<file path="config.mk">
export PLATFORM = sky130hd
export DESIGN_NAME = dmem_port_arbiter
export DESIGN_NICKNAME = d
export VERILOG_FILES = /design/src/rtl/dmem_port_arbiter.sv
export SDC_FILE = /design/constraint.sdc
export NUM_CORES = 1
export LEC_CHECK = 0
export CORE_AREA = 2 2 106 108
export CTS_CLUSTER_DIAMETER = 40
export DETAILED_ROUTE_END_ITERATION = 10
export DIE_AREA = 0 0 108 110
export PLACE_DENSITY = 0.67
export SYNTH_ARGS = -nofsm -noshare
export SYNTH_HDL_FRONTEND = slang
export SYNTH_SLANG_ARGS = --single-unit
</file>
<file path="constraint.sdc">
create_clock -name clk -period 4.9 [get_ports clk]
set_clock_uncertainty 0.05 [all_clocks]
set_input_delay 0.49 -clock clk [delete_from_list [all_inputs] [get_ports clk]]
set_output_delay 0.49 -clock clk [all_outputs]
set_load 0.01 [all_outputs]
</file>
<file path="src/rtl/dmem_port_arbiter.sv">
`default_nettype none
// ============================================================================
// Module   : dmem_port_arbiter
// Summary  : Round-robin sharing of one data-memory port between the CPU
//            (port 0) and a debug/DMA loader (port 1), with a timed lock.
// Revision : 1.0  initial release
// ============================================================================
module dmem_port_arbiter #(
    parameter int DBITS        = 32,
    parameter int LOCK_TIMEOUT = 64
) (
    input  logic             clk,
    input  logic             reset,
    input  logic             req0,
    input  logic             req1,
    input  logic             we0,
    input  logic             we1,
    input  logic             lock0,
    input  logic             lock1,
    input  logic [DBITS-1:0] addr0,
    input  logic [DBITS-1:0] addr1,
    input  logic [DBITS-1:0] wdata0,
    input  logic [DBITS-1:0] wdata1,
    output logic             gnt0,
    output logic             gnt1,
    output logic             rvalid0,
    output logic             rvalid1,
    output logic [DBITS-1:0] rdata,
    output logic             lock_err,
    output logic             mem_we,
    output logic [DBITS-1:0] mem_addr,
    output logic [DBITS-1:0] mem_wdata,
    input  logic [DBITS-1:0] mem_rdata
);

    typedef enum logic [1:0] {
        ST_OPEN  = 2'd0,
        ST_LOCK0 = 2'd1,
        ST_LOCK1 = 2'd2
    } state_t;

    localparam logic [15:0] c_lock_limit = 16'(LOCK_TIMEOUT);

    state_t      r_state;
    logic        r_prio;
    logic [15:0] r_timer;
    logic        r_rvalid0;
    logic        r_rvalid1;
    logic        r_lock_err;

    logic        w_gnt0;
    logic        w_gnt1;
    logic        w_owner;
    logic        w_owner_gnt;
    logic        w_owner_lock;
    logic [15:0] w_timer_inc;

    // Grants are combinational so an accepted access reaches memory in the same cycle.
    always_comb begin
        w_gnt0 = 1'b0;
        w_gnt1 = 1'b0;
        if (!reset) begin
            case (r_state)
                ST_OPEN: begin
                    if (req0 && (!req1 || !r_prio)) begin
                        w_gnt0 = 1'b1;
                    end else if (req1) begin
                        w_gnt1 = 1'b1;
                    end
                end
                ST_LOCK0: w_gnt0 = req0;
                ST_LOCK1: w_gnt1 = req1;
                default: begin
                    w_gnt0 = 1'b0;
                    w_gnt1 = 1'b0;
                end
            endcase
        end
    end

    // Lock owner view: only meaningful while in ST_LOCK0/ST_LOCK1.
    assign w_owner      = (r_state == ST_LOCK1);
    assign w_owner_gnt  = w_owner ? w_gnt1 : w_gnt0;
    assign w_owner_lock = w_owner ? lock1 : lock0;
    assign w_timer_inc  = r_timer + 16'd1;

    always_ff @(posedge clk or posedge reset) begin
        if (reset) begin
            r_state    <= ST_OPEN;
            r_prio     <= 1'b0;
            r_timer    <= 16'd0;
            r_rvalid0  <= 1'b0;
            r_rvalid1  <= 1'b0;
            r_lock_err <= 1'b0;
        end else begin
            r_rvalid0  <= w_gnt0 & ~we0;
            r_rvalid1  <= w_gnt1 & ~we1;
            r_lock_err <= 1'b0;
            case (r_state)
                ST_OPEN: begin
                    r_timer <= 16'd0;
                    if (w_gnt0) begin
                        r_prio <= 1'b1;
                        if (lock0) begin
                            r_state <= ST_LOCK0;
                        end
                    end else if (w_gnt1) begin
                        r_prio <= 1'b0;
                        if (lock1) begin
                            r_state <= ST_LOCK1;
                        end
                    end
                end
                ST_LOCK0, ST_LOCK1: begin
                    // An owner access always beats the timeout, so a release
                    // landing on the timeout cycle never raises lock_err.
                    if (w_owner_gnt) begin
                        r_timer <= 16'd0;
                        if (!w_owner_lock) begin
                            r_state <= ST_OPEN;
                            r_prio  <= ~w_owner;
                        end
                    end else if (w_timer_inc == c_lock_limit) begin
                        r_state    <= ST_OPEN;
                        r_prio     <= ~w_owner;
                        r_timer    <= 16'd0;
                        r_lock_err <= 1'b1;
                    end else begin
                        r_timer <= w_timer_inc;
                    end
                end
                default: begin
                    r_state <= ST_OPEN;
                    r_timer <= 16'd0;
                end
            endcase
        end
    end

    assign gnt0      = w_gnt0;
    assign gnt1      = w_gnt1;
    assign rvalid0   = r_rvalid0;
    assign rvalid1   = r_rvalid1;
    assign lock_err  = r_lock_err;
    assign rdata     = mem_rdata;
    assign mem_we    = (w_gnt0 & we0) | (w_gnt1 & we1);
    assign mem_addr  = w_gnt1 ? addr1 : addr0;
    assign mem_wdata = w_gnt1 ? wdata1 : wdata0;

endmodule
`default_nettype wire

</file>
### Word level (Yosys, flattened, before mapping)

Index checks and enable logic that the tools add are counted.

* bitwise logic cells: 8
* equal/unequal tests: 8
* mux-type cells: 31
* add/sub/neg operators: 1
* reduce and logical (&&, ||, !) cells: 9

Operators with widths (count)
* $mux 32: 2
* $mux 16: 3
* $add 16x1->16 const B: 1
* $eq 16x7->1 const B: 1
* $mux 1: 15
* $ne 3x3->1 const B: 5
* $mux 2: 7
* $pmux 1 s2: 3
* $reduce_and 5->1: 1
* $and 1x1->1: 4
* $pmux 2 s2: 1
* $reduce_and 4->1: 1
* $not 1->1: 3
* $eq 2x1->1 const B: 1
* $eq 2x2->1 const B: 1
* $logic_not 1->1: 2
* $logic_not 2->1: 1
* $reduce_bool 2->1: 1
* $reduce_or 2->1: 1
* $logic_and 1x1->1: 1
* $logic_or 1x1->1: 1
* $or 1x1->1: 1

* logic and storage cells: 63
* output and inout bits: 102
* bits in registers: 22
* input port bits: 168

### Depth between registers and ports, before layout

Gate-level depths: netlist of the first run.

* depth in word-level cells: 9
* mapped depth: 9
* gate-level depth less buffers: 9

### Worst setup path before layout of the first run

OpenSTA, ideal clock, no wires.

* path type: flip-flop to output port
* start point: register r_state[0]
* end point: output port mem_addr[24]
* slack: 2.229 ns
* data arrival time: 2.131 ns
* cell stages (with the launch flop): 8
* cell sequence: dfrtp_1 > inv_1 > ha_1 > o21ai_0 > nor2_1 > clkbuf_1 > buf_1 > mux2_2

* longest elaborated chain between the ends: 4
* elaborated cells on any way between the ends: 5
* classes of those cells: eq/ne (1); mux (3); reduce/logical (1)

Ends and longest elaborated chain
* from (decl): RTL line 44 `state_t r_state;`
* from (signal assigned): RTL line 89 `r_state <= ST_OPEN;`
* from (signal assigned): RTL line 105 `r_state <= ST_LOCK0;`
* from (signal assigned): RTL line 110 `r_state <= ST_LOCK1;`
* $eq 2x2->1 or $logic_not 2->1 (tied branches): RTL line 63 `case (r_state)`
* $pmux 1 s2 (*): RTL line 63
* $mux 1 (*): RTL line 62 `if (!reset) begin`
* $mux 32 (*): RTL line 147 `assign mem_addr = w_gnt1 ? addr1 : addr0;`
* to (decl): RTL line 31 `output logic [DBITS-1:0] mem_addr,`

Mark *: on every way between the ends. The rest lies on a longest branch, timed or not.

### Worst setup path in the final report of the first run

* start point: input port req1
* end point: output port mem_addr[14]

* longest elaborated chain between the ends: 7
* elaborated cells on any way between the ends: 8
* classes of those cells: mux (5); reduce/logical (3)

Ends and longest elaborated chain
* from (decl): RTL line 15 `input logic req1,`
* $logic_not 1->1: RTL line 65 `if (req0 && (!req1 || !r_prio)) begin`
* $logic_or 1x1->1: RTL line 65
* $logic_and 1x1->1: RTL line 65
* $mux 1: RTL line 65
* $pmux 1 s2 (*): RTL line 63
* $mux 1 (*): RTL line 62
* $mux 32 (*): RTL line 147

Marks and branches as above.

==> results of run 1 <==
[registers in the layout, summed over array words and instances, names as in the netlist]
register and cells:
r_timer 16, r_state 2, lock_err 1, r_prio 1, rvalid0 1, rvalid1 1
[routing by layer]
layer,track usage [%],share of wire (%)
met3,4.17,6.9
met4,1.92,0.47
met5,0,0
met1,19.0,43
met2,24.5,49
[stage by stage]
stage | area [sq um] | instances | setup WS, ns | total power [mW] | utilization [%]
finish | 4370 | 564 | 1.08 | 1.19 | 40.9
global route | 4370 | 564 | 0.972 | 1.26 | 40.9
CTS | 4370 | 564 | 1.08 | 1.20 | 40.9
detailed placement | 4320 | 560 | 1.09 | 1.06 | 40.3
global placement | 4320 | 560 | 1.12 | 1.05 | 40.3
floorplan | 2340 | 257 | 2.23 | 0.683 | -
[power by group through the flow]
stage | Clock (mW) | Sequential (mW) | Combinational, mW
6_report | 0.132 | 0.221 | 0.832
3_3_place_gp | 0 | 0.224 | 0.822
2_1_floorplan | 0 | 0.222 | 0.461
5_1_grt | 0.145 | 0.224 | 0.892
3_5_place_dp | 0 | 0.225 | 0.835
4_1_cts | 0.137 | 0.221 | 0.841
[final cells by class]
cell class | count | area [sq um]
clock buffer | 4 | 55.1
fill | 1045 | 6330
inverter | 7 | 26.3
multi-input combinational | 184 | 1480
sequential | 22 | 551
tap | 140 | 175
timing repair buffer | 207 | 2080
[kinds of logic after synthesis]
family	count (synthesis)	share of synthesized area, %
and+or+nand+nor	83	18.2
muxes	68	32.5
buffers and inverters	51	13.5
DFF	22	23.5
AOI/OAI and AO/OA	15	4.97
xor gates and xnor gates	14	5.24
adders and majority gates	4	2.14
[worst reg2reg max path: cells and delay by family, from the launching register on]
family          cells  cell delay (ns)
buf+inv             2             0.43
mux                 1             0.15
fa+ha+maj           1             0.30
compound gates      1             0.23
flops               1             0.40
simple gates        4             0.97
[worst paths after layout]
check | from | to | slack (ns) | depth (start not counted)
min in group asynchronous | reset | rvalid0 | 0.57 | 3
max | req1 | mem_addr[14] | 1.08 | 7
max reg2reg | r_state[0] | r_state[0] | 2.26 | 9
min reg2reg | r_timer[0] | r_timer[0] | 0.44 | 1
max in group asynchronous | reset | r_timer[7] | 4.01 | 3
min | r_timer[0] | r_timer[0] | 0.44 | 1
[layout by cell type, fill, tap and decap left out, types with 5 or more instances in the layout]
cell type and n:
clkdlybuf4s50_1 205, mux2_2 64, nor2_1 30, dfrtp_1 22, nand3_1 13, nand2_1 11
xnor2_1 9, inv_1 7, and3_1 6, xor2_1 5
==> impl_metrics.ini, run 1 <==
[critical_path]
cp_slowest_cell = nor2_4
worstPathRequired_ns = 4.36
cp-end-kind = primary output
worstPathMaxFanout = 43
critPathKind = input pin to primary output
crit_family = buffers and inverters
cp-start-kind = input pin
slowest_delay_ns = 0.65
cp.arrival_ns = 3.28
path_cells = clkdlybuf4s50_1, nor2b_1, o21ai_0, nor2_4, buf_12, mux2_2, clkdlybuf4s50_1
crit_top_cell = clkdlybuf4s50_1
path_buf_inv = 3

[route]
post_drt_wl_per_cell_um = 16.6
wl_um = 9340
dr.first_iter.drc_count = 84
antenna_left = 0
drc = 0
viasPerCell = 4.41
drtPass1Iterations = 4
via_count = 2488

[pwr]
internal_power_uw = 745
clkPwrFrac_pct = 11.1
power.density_nw_per_um2 = 271
combPwrFrac_pct = 70.2
p_leak_nw = 1.66
p_seq_share_pct = 18.7
power.share.switching_pct = 37.2
p_sw_uw = 441
ir_worst_vdd_mv = 0.113

[global_route]
gr-total-overflow = 0
antenna_found_initial = 0
grtUsageTotal_pct = 14.5
grt_pass1_wl_um = 13400
grt_start_max_net_pins = 44
grt_pass1_vias = 2528

[timing]
finalCritPeriodShare_pct = 78.0
slew_headroom_pct = 49.2
drv_slew = 0
whs_ns = 0.436
finalSetupViolCount = 0
final-hold-violation-count = 0
period_needed_ns = 3.82
fmax_mhz = 262
worstMarginPinSlew_ns = 0.760
grt_setup_unrepaired = false
tns_ns = 0

[yosys]
synth_common_cells = mux2_2, buf_4, nor2_1, dfrtp_1, nand3_1
ys_ff_latch = 22
syn_nets = 429
postSynthAreaPerCell_sq_um = 9.11
ys_seq_area_share_pct = 23.5
synth_edf_count = 0
yosysTopAreaCellShare_pct = 30.8
ys.flop_type = dfrtp_1
async_flop_share_pct = 100
synthCells = 257
synth_most_common_cell = mux2_2
synth_cell_type_count = 40
ys_top_cells_by_area = mux2_2, dfrtp_1, buf_4
syn_area_sq_um = 2340
synth_area_leader_cell = mux2_2
synth_warnings = 0

[clock_network]
clock_latency_ns = 0.27
cts_buffer_depth = 2
cts_root_buf = clkbuf_8
clk_pin_slew_ns = 0.08
post_cts_resized = 0
tritoncts = yes
cts_hold_buffers = 0
cts.sinks = 22
htreeDepth = 1
postCtsSetupRepairBufs = 0
cts_buffers = 3

[finish]
synthToLayoutAreaGrowth_pct = 86.6
drive_gt1_share_pct = 18.4
diodes = 0
fin_nets = 597

[place]
gp_congestion = 0.900
hpwl_um = 7830
numPortBuffers = 205

[floorplan]
boundaryPins = 270
fp-row-count = 38
die_h_um = 110
die_w_um = 108
initial_core_util_pct = 21.9
die_area_sq_um = 11900
core_sq_um = 10700

[flow_run]
cap_violations = 0

[run_status]
status = completed

[hold_path]
hold_path_class = flip-flop to flip-flop
(Power assumes the default switching activity.)
==> run 2, diff against run 1 <==
==> config.mk (replaced) <==
export PLATFORM = sky130hd
export DESIGN_NAME = dmem_port_arbiter
export DESIGN_NICKNAME = d
export VERILOG_FILES = /design/src/rtl/dmem_port_arbiter.sv
export SDC_FILE = /design/constraint.sdc
export NUM_CORES = 1
export LEC_CHECK = 0
export CORE_AREA = 2 2 103 105
export CTS_CLUSTER_DIAMETER = 40
export DETAILED_ROUTE_END_ITERATION = 10
export DIE_AREA = 0 0 105 107
export PLACE_DENSITY = 0.71
export SYNTH_ARGS = -nofsm -noshare
export SYNTH_HDL_FRONTEND = slang
export SYNTH_SLANG_ARGS = --single-unit
==> constraint.sdc (replaced) <==
create_clock -name clk -period 4 [get_ports clk]
set_clock_uncertainty 0.05 [all_clocks]
set_input_delay 0.4 -clock clk [delete_from_list [all_inputs] [get_ports clk]]
set_output_delay 0.4 -clock clk [all_outputs]
set_load 0.01 [all_outputs]
==> run 2 against run 1 <==
Sequential cell count unchanged. Final cell count down 0.53%. Non-clock buffer count rose by 1. First-iteration DRC count fell by 3.6%. Sequential share of layout area decreased by 0.054 points.
==> impl_metrics.ini, run 2 (same netlist as run 1, synthesis figures left out) <==
[finish]
diodes = 0
final_area_sq_um = 4390
final_common_cell = clkdlybuf4s50_1
instances_no_fill = 561
largest_register_ffs = 16
top_regs = r_timer: 16 flops, r_state: 2 flops
fin_nets = 598
top_register = r_timer
final_cell_mix = clkdlybuf4s50_1, mux2_2, nor2_1
synthToLayoutAreaGrowth_pct = 87.4
drive_gt1_share_pct = 18.6

[global_route]
gr-total-overflow = 0
grt_pass1_vias = 2709
grtUsageTotal_pct = 15.9
antenna_found_initial = 0
grt_start_max_net_pins = 40
grt_pass1_wl_um = 14200

[timing]
tns_ns = 0
grt_setup_unrepaired = false
worstMarginPinSlew_ns = 0.598
period_needed_ns = 3.36
final-hold-violation-count = 0
fmax_mhz = 298
drv_slew = 0
slew_headroom_pct = 60.0
finalCritPeriodShare_pct = 84.0
finalSetupViolCount = 0

[place]
numPortBuffers = 205
dpl_cell_area_sq_um = 4320
dp.cells = 557
hpwl_um = 7980
gp_congestion = 1.01

[critical_path]
r2r_end = r_prio
cp-start-kind = input pin
rrSetupSlack_ns = 1.36
worstSetupEndpoint = mem_addr[5]
critPathKind = input pin to primary output
worstRegToRegCells = 7
startpoint = reset
cp-end-kind = primary output
r2r_start = r_timer[3]
cp.arrival_ns = 2.91
worstPathRequired_ns = 3.55
worstPathMaxFanout = 19

[clock_network]
cts_buffer_depth = 2
cts_buffers = 3
cts_root_buf = clkbuf_8
postCtsSetupRepairBufs = 0
cts.sinks = 22
cts_hold_buffers = 0
tritoncts = yes
htreeDepth = 1
clock_latency_ns = 0.26
post_cts_resized = 0
clk_pin_slew_ns = 0.08

[hold_path]
hold_depth = 1
hold_path_class = flip-flop to flip-flop

[pwr]
p_leak_nw = 1.67
ir_worst_vdd_mv = 0.311
power.density_nw_per_um2 = 342

[route]
drc = 0
highest_layer = met4
wl_um = 9540
drtPass1Iterations = 4
antenna_left = 0
route.met3.wl_um = 859
wl_met2_um = 4480
drt-met1-wl_um = 4130
viasPerCell = 4.49
post_drt_wl_per_cell_um = 17.0
dr.first_iter.drc_count = 81
via_count = 2518

[run_status]
status = completed

[floorplan]
die_h_um = 107
initial_core_util_pct = 23.2
die_area_sq_um = 11200
boundaryPins = 270
die_w_um = 105
fp-row-count = 37
core_sq_um = 10100

[flow_run]
cap_violations = 0
==> run 2: changes by cell type in the layout (fill, tap and decap cells not counted) <==
cell       delta
buf_4         +1
bufinv_16     +1
clkbuf_8      -1
==> run 2: area by class of cell <==
cell class / count / area, sq um
Fill cell: 1017 / 5700
Timing Repair Buffer: 208 / 2090
Clock inverter: 1 / 30.0
Inverter: 7 / 26.3
Multi-Input combinational cell: 184 / 1480
Sequential cell: 22 / 551
Clock buffer: 3 / 41.3
Tap cell: 136 / 170
==> run 2: metal layers <==
metal,track usage (%),vias to the layer above
met1,21.7,1170
met3,5.11,10
met2,25.5,135
met5,0,-
met4,1.33,0
li1,-,1203
==> run 2: worst min-delay path by stage <==
stage                            end       start
final                     r_timer[0]  r_timer[0]
after global routing      r_timer[0]  r_timer[0]
after CTS                 r_timer[0]  r_timer[0]
after detailed placement  r_timer[0]  r_timer[0]
after global placement    r_timer[0]  r_timer[0]
after floorplan             lock_err       reset
==> run 2: worst max-delay path: stages <==
cell	delay, ns
clkdlybuf4s50_1	0.47
nor2b_1	0.21
o21ai_0	0.20
nor2_4	0.40
buf_4	0.34
mux2_2	0.38
clkdlybuf4s50_1	0.50
==> run 2: power by group <==
group	internal, mW	leakage [nW]	switching (mW)
sequential	0.251	0.300	0.0193
combinational	0.575	1.34	0.448
clock	0.134	0.0357	0.0770
total	0.959	1.67	0.544
==> run 2: stage by stage <==
step	total power, mW	worst slack, ns	hold slack (ns)	util, %
after floorplan	0.837	1.42	0.348	-
after global placement	1.28	0.702	0.416	42.8
after detailed placement	1.30	0.636	0.433	42.8
after CTS	1.52	0.632	0.446	43.5
after global routing	1.59	0.464	0.464	43.5
final	1.50	0.642	0.435	43.5
==> run 3, diff against run 2 <==
==> config.mk (replaced) <==
export PLATFORM = sky130hd
export DESIGN_NAME = dmem_port_arbiter
export DESIGN_NICKNAME = d
export VERILOG_FILES = /design/src/rtl/dmem_port_arbiter.sv
export SDC_FILE = /design/constraint.sdc
export NUM_CORES = 1
export LEC_CHECK = 0
export CORE_AREA = 2 2 106 108
export CTS_CLUSTER_DIAMETER = 40
export DETAILED_ROUTE_END_ITERATION = 10
export DIE_AREA = 0 0 108 110
export PLACE_DENSITY = 0.7
export SYNTH_ARGS = -nofsm -noshare
export SYNTH_HDL_FRONTEND = slang
export SYNTH_SLANG_ARGS = --single-unit
==> constraint.sdc (replaced) <==
create_clock -name clk -period 2.82 [get_ports clk]
set_clock_uncertainty 0.05 [all_clocks]
set_input_delay 0.282 -clock clk [delete_from_list [all_inputs] [get_ports clk]]
set_output_delay 0.282 -clock clk [all_outputs]
set_load 0.01 [all_outputs]
==> run 3 against run 2 <==
Sequential share of layout area fell by 0.73 points. Core utilization rose by 0.088 points. First-iteration DRC count rose by 15%. Largest power group unchanged. Register-to-register slack got worse by 1.0 ns. Combinational power rose by 55%. Non-clock buffer count rose by 9.
==> impl_metrics.ini, run 3 (same netlist as run 1, synthesis figures left out) <==
[timing]
tns_ns = 0
period_needed_ns = 2.73
finalSetupViolCount = 0
slew_headroom_pct = 73.5
whs_ns = 0.357
fmax_mhz = 366
final-hold-violation-count = 0
drv_slew = 0
worst_slack_ns = 0.0870
finalCritPeriodShare_pct = 96.9
worstMarginPinSlew_ns = 0.395

[finish]
largest_register_ffs = 16
top_register = r_timer
diodes = 0
instances_no_fill = 574
utilization_pct = 43.6
synthToLayoutAreaGrowth_pct = 99.0
top_regs = r_timer: 16 flops, r_state: 2 flops
final_common_cell = clkdlybuf4s50_1
final_cell_mix = clkdlybuf4s50_1, mux2_2, dlymetal6s2s_1
drive_gt1_share_pct = 21.2
fin_nets = 607
final_area_sq_um = 4660

[global_route]
grt_pass1_vias = 2670
gr-total-overflow = 0
grtUsageTotal_pct = 14.9
antenna_found_initial = 1
grt_start_max_net_pins = 29
grt_pass1_wl_um = 13900

[critical_path]
cp.arrival_ns = 2.40
cp-start-kind = flip-flop
cp-end-kind = primary output
worstPathMaxFanout = 20
path_cells = inv_1, ha_1, o21ai_1, nor2_4, buf_12, buf_16, mux2_2, clkdlybuf4s50_1
crit_family = buffers and inverters
rrSetupSlack_ns = 0.35
path_buf_inv = 4
cp_slowest_cell = clkdlybuf4s50_1
critPathKind = flip-flop to primary output
slowest_delay_ns = 0.49
worstPathRequired_ns = 2.49

[floorplan]
initial_core_util_pct = 21.9
die_area_sq_um = 11900
die_w_um = 108
boundaryPins = 270
fp-row-count = 38
die_h_um = 110
core_sq_um = 10700

[place]
numPortBuffers = 205
hpwl_um = 7770
gp_congestion = 0.983
dp.cells = 565
pre_cts_slack_ns = 0.0237
dpl_cell_area_sq_um = 4370

[hold_path]
hold_path_class = input pin to asynchronous set/reset pin

[pwr]
p_leak_nw = 2.18
ir_worst_vdd_mv = 0.444
power.total_mw = 2.27
power.density_nw_per_um2 = 486

[clock_network]
clock_latency_ns = 0.27
cts_buffers = 3
cts.sinks = 22
cts_buffer_depth = 2
tritoncts = yes
cts_root_buf = clkbuf_8
htreeDepth = 1
clk_pin_slew_ns = 0.08

[route]
wl_um = 9730
dr.first_iter.drc_count = 93
post_drt_wl_per_cell_um = 16.9
drc = 0
viasPerCell = 4.47
drtPass1Iterations = 4
via_count = 2565
antenna_left = 0

[run_status]
status = completed

[flow_run]
cap_violations = 0
run 3: routing by layer:
metal	global-route usage, %	share of wire, %
met3	3.82	8.2
met5	0	0.13
met4	1.10	0.77
met2	23.9	50
met1	21.2	41
run 3: final timing paths:
kind,start,to,depth (start not counted)
min in group clk,r_timer[0],r_timer[0],1
max in group asynchronous,reset,r_timer[5],3
setup / recovery,r_state[1],mem_addr[8],8
hold / removal,reset,rvalid1,3
hold reg to reg,r_timer[0],r_timer[0],1
setup reg to reg,r_timer[0],r_state[1],8
run 3: area by class of cell:
type                    count  area, sq um
fillers                  1021         6040
repair buffers            217         2340
multi-input cells         184         1500
flip-flops and latches     22          551
well taps                 140          175
clock buffers               3         41.3
clock inverters             1         30.0
inverters                   7         26.3
run 3: timing repair:
| action | CTS | global route |
|---|---|---|
| hold buffers | 0 | 0 |
| pin swaps | 1 | 0 |
| gates cloned | 1 | 1 |
| gates resized for setup | 5 | 50 |
| setup endpoints to repair | 64 | 66 |
| setup buffers | 1 | 2 |
run 3: worst reg2reg max path: cells and delay by family, from the launching register on:
family | cells | cell delay (ns)
AOI/OAI and AO/OA | 1 | 0.30
adders and majority gates | 1 | 0.24
DFF | 1 | 0.38
muxes | 2 | 0.45
and+or+nand+nor | 4 | 0.94
run 3: power by group:
part           internal, mW  switching, mW  total (mW)
Combinational         0.911          0.665        1.58
Clock                 0.190          0.108       0.298
Sequential            0.356         0.0350       0.391
Total                  1.46          0.808        2.27
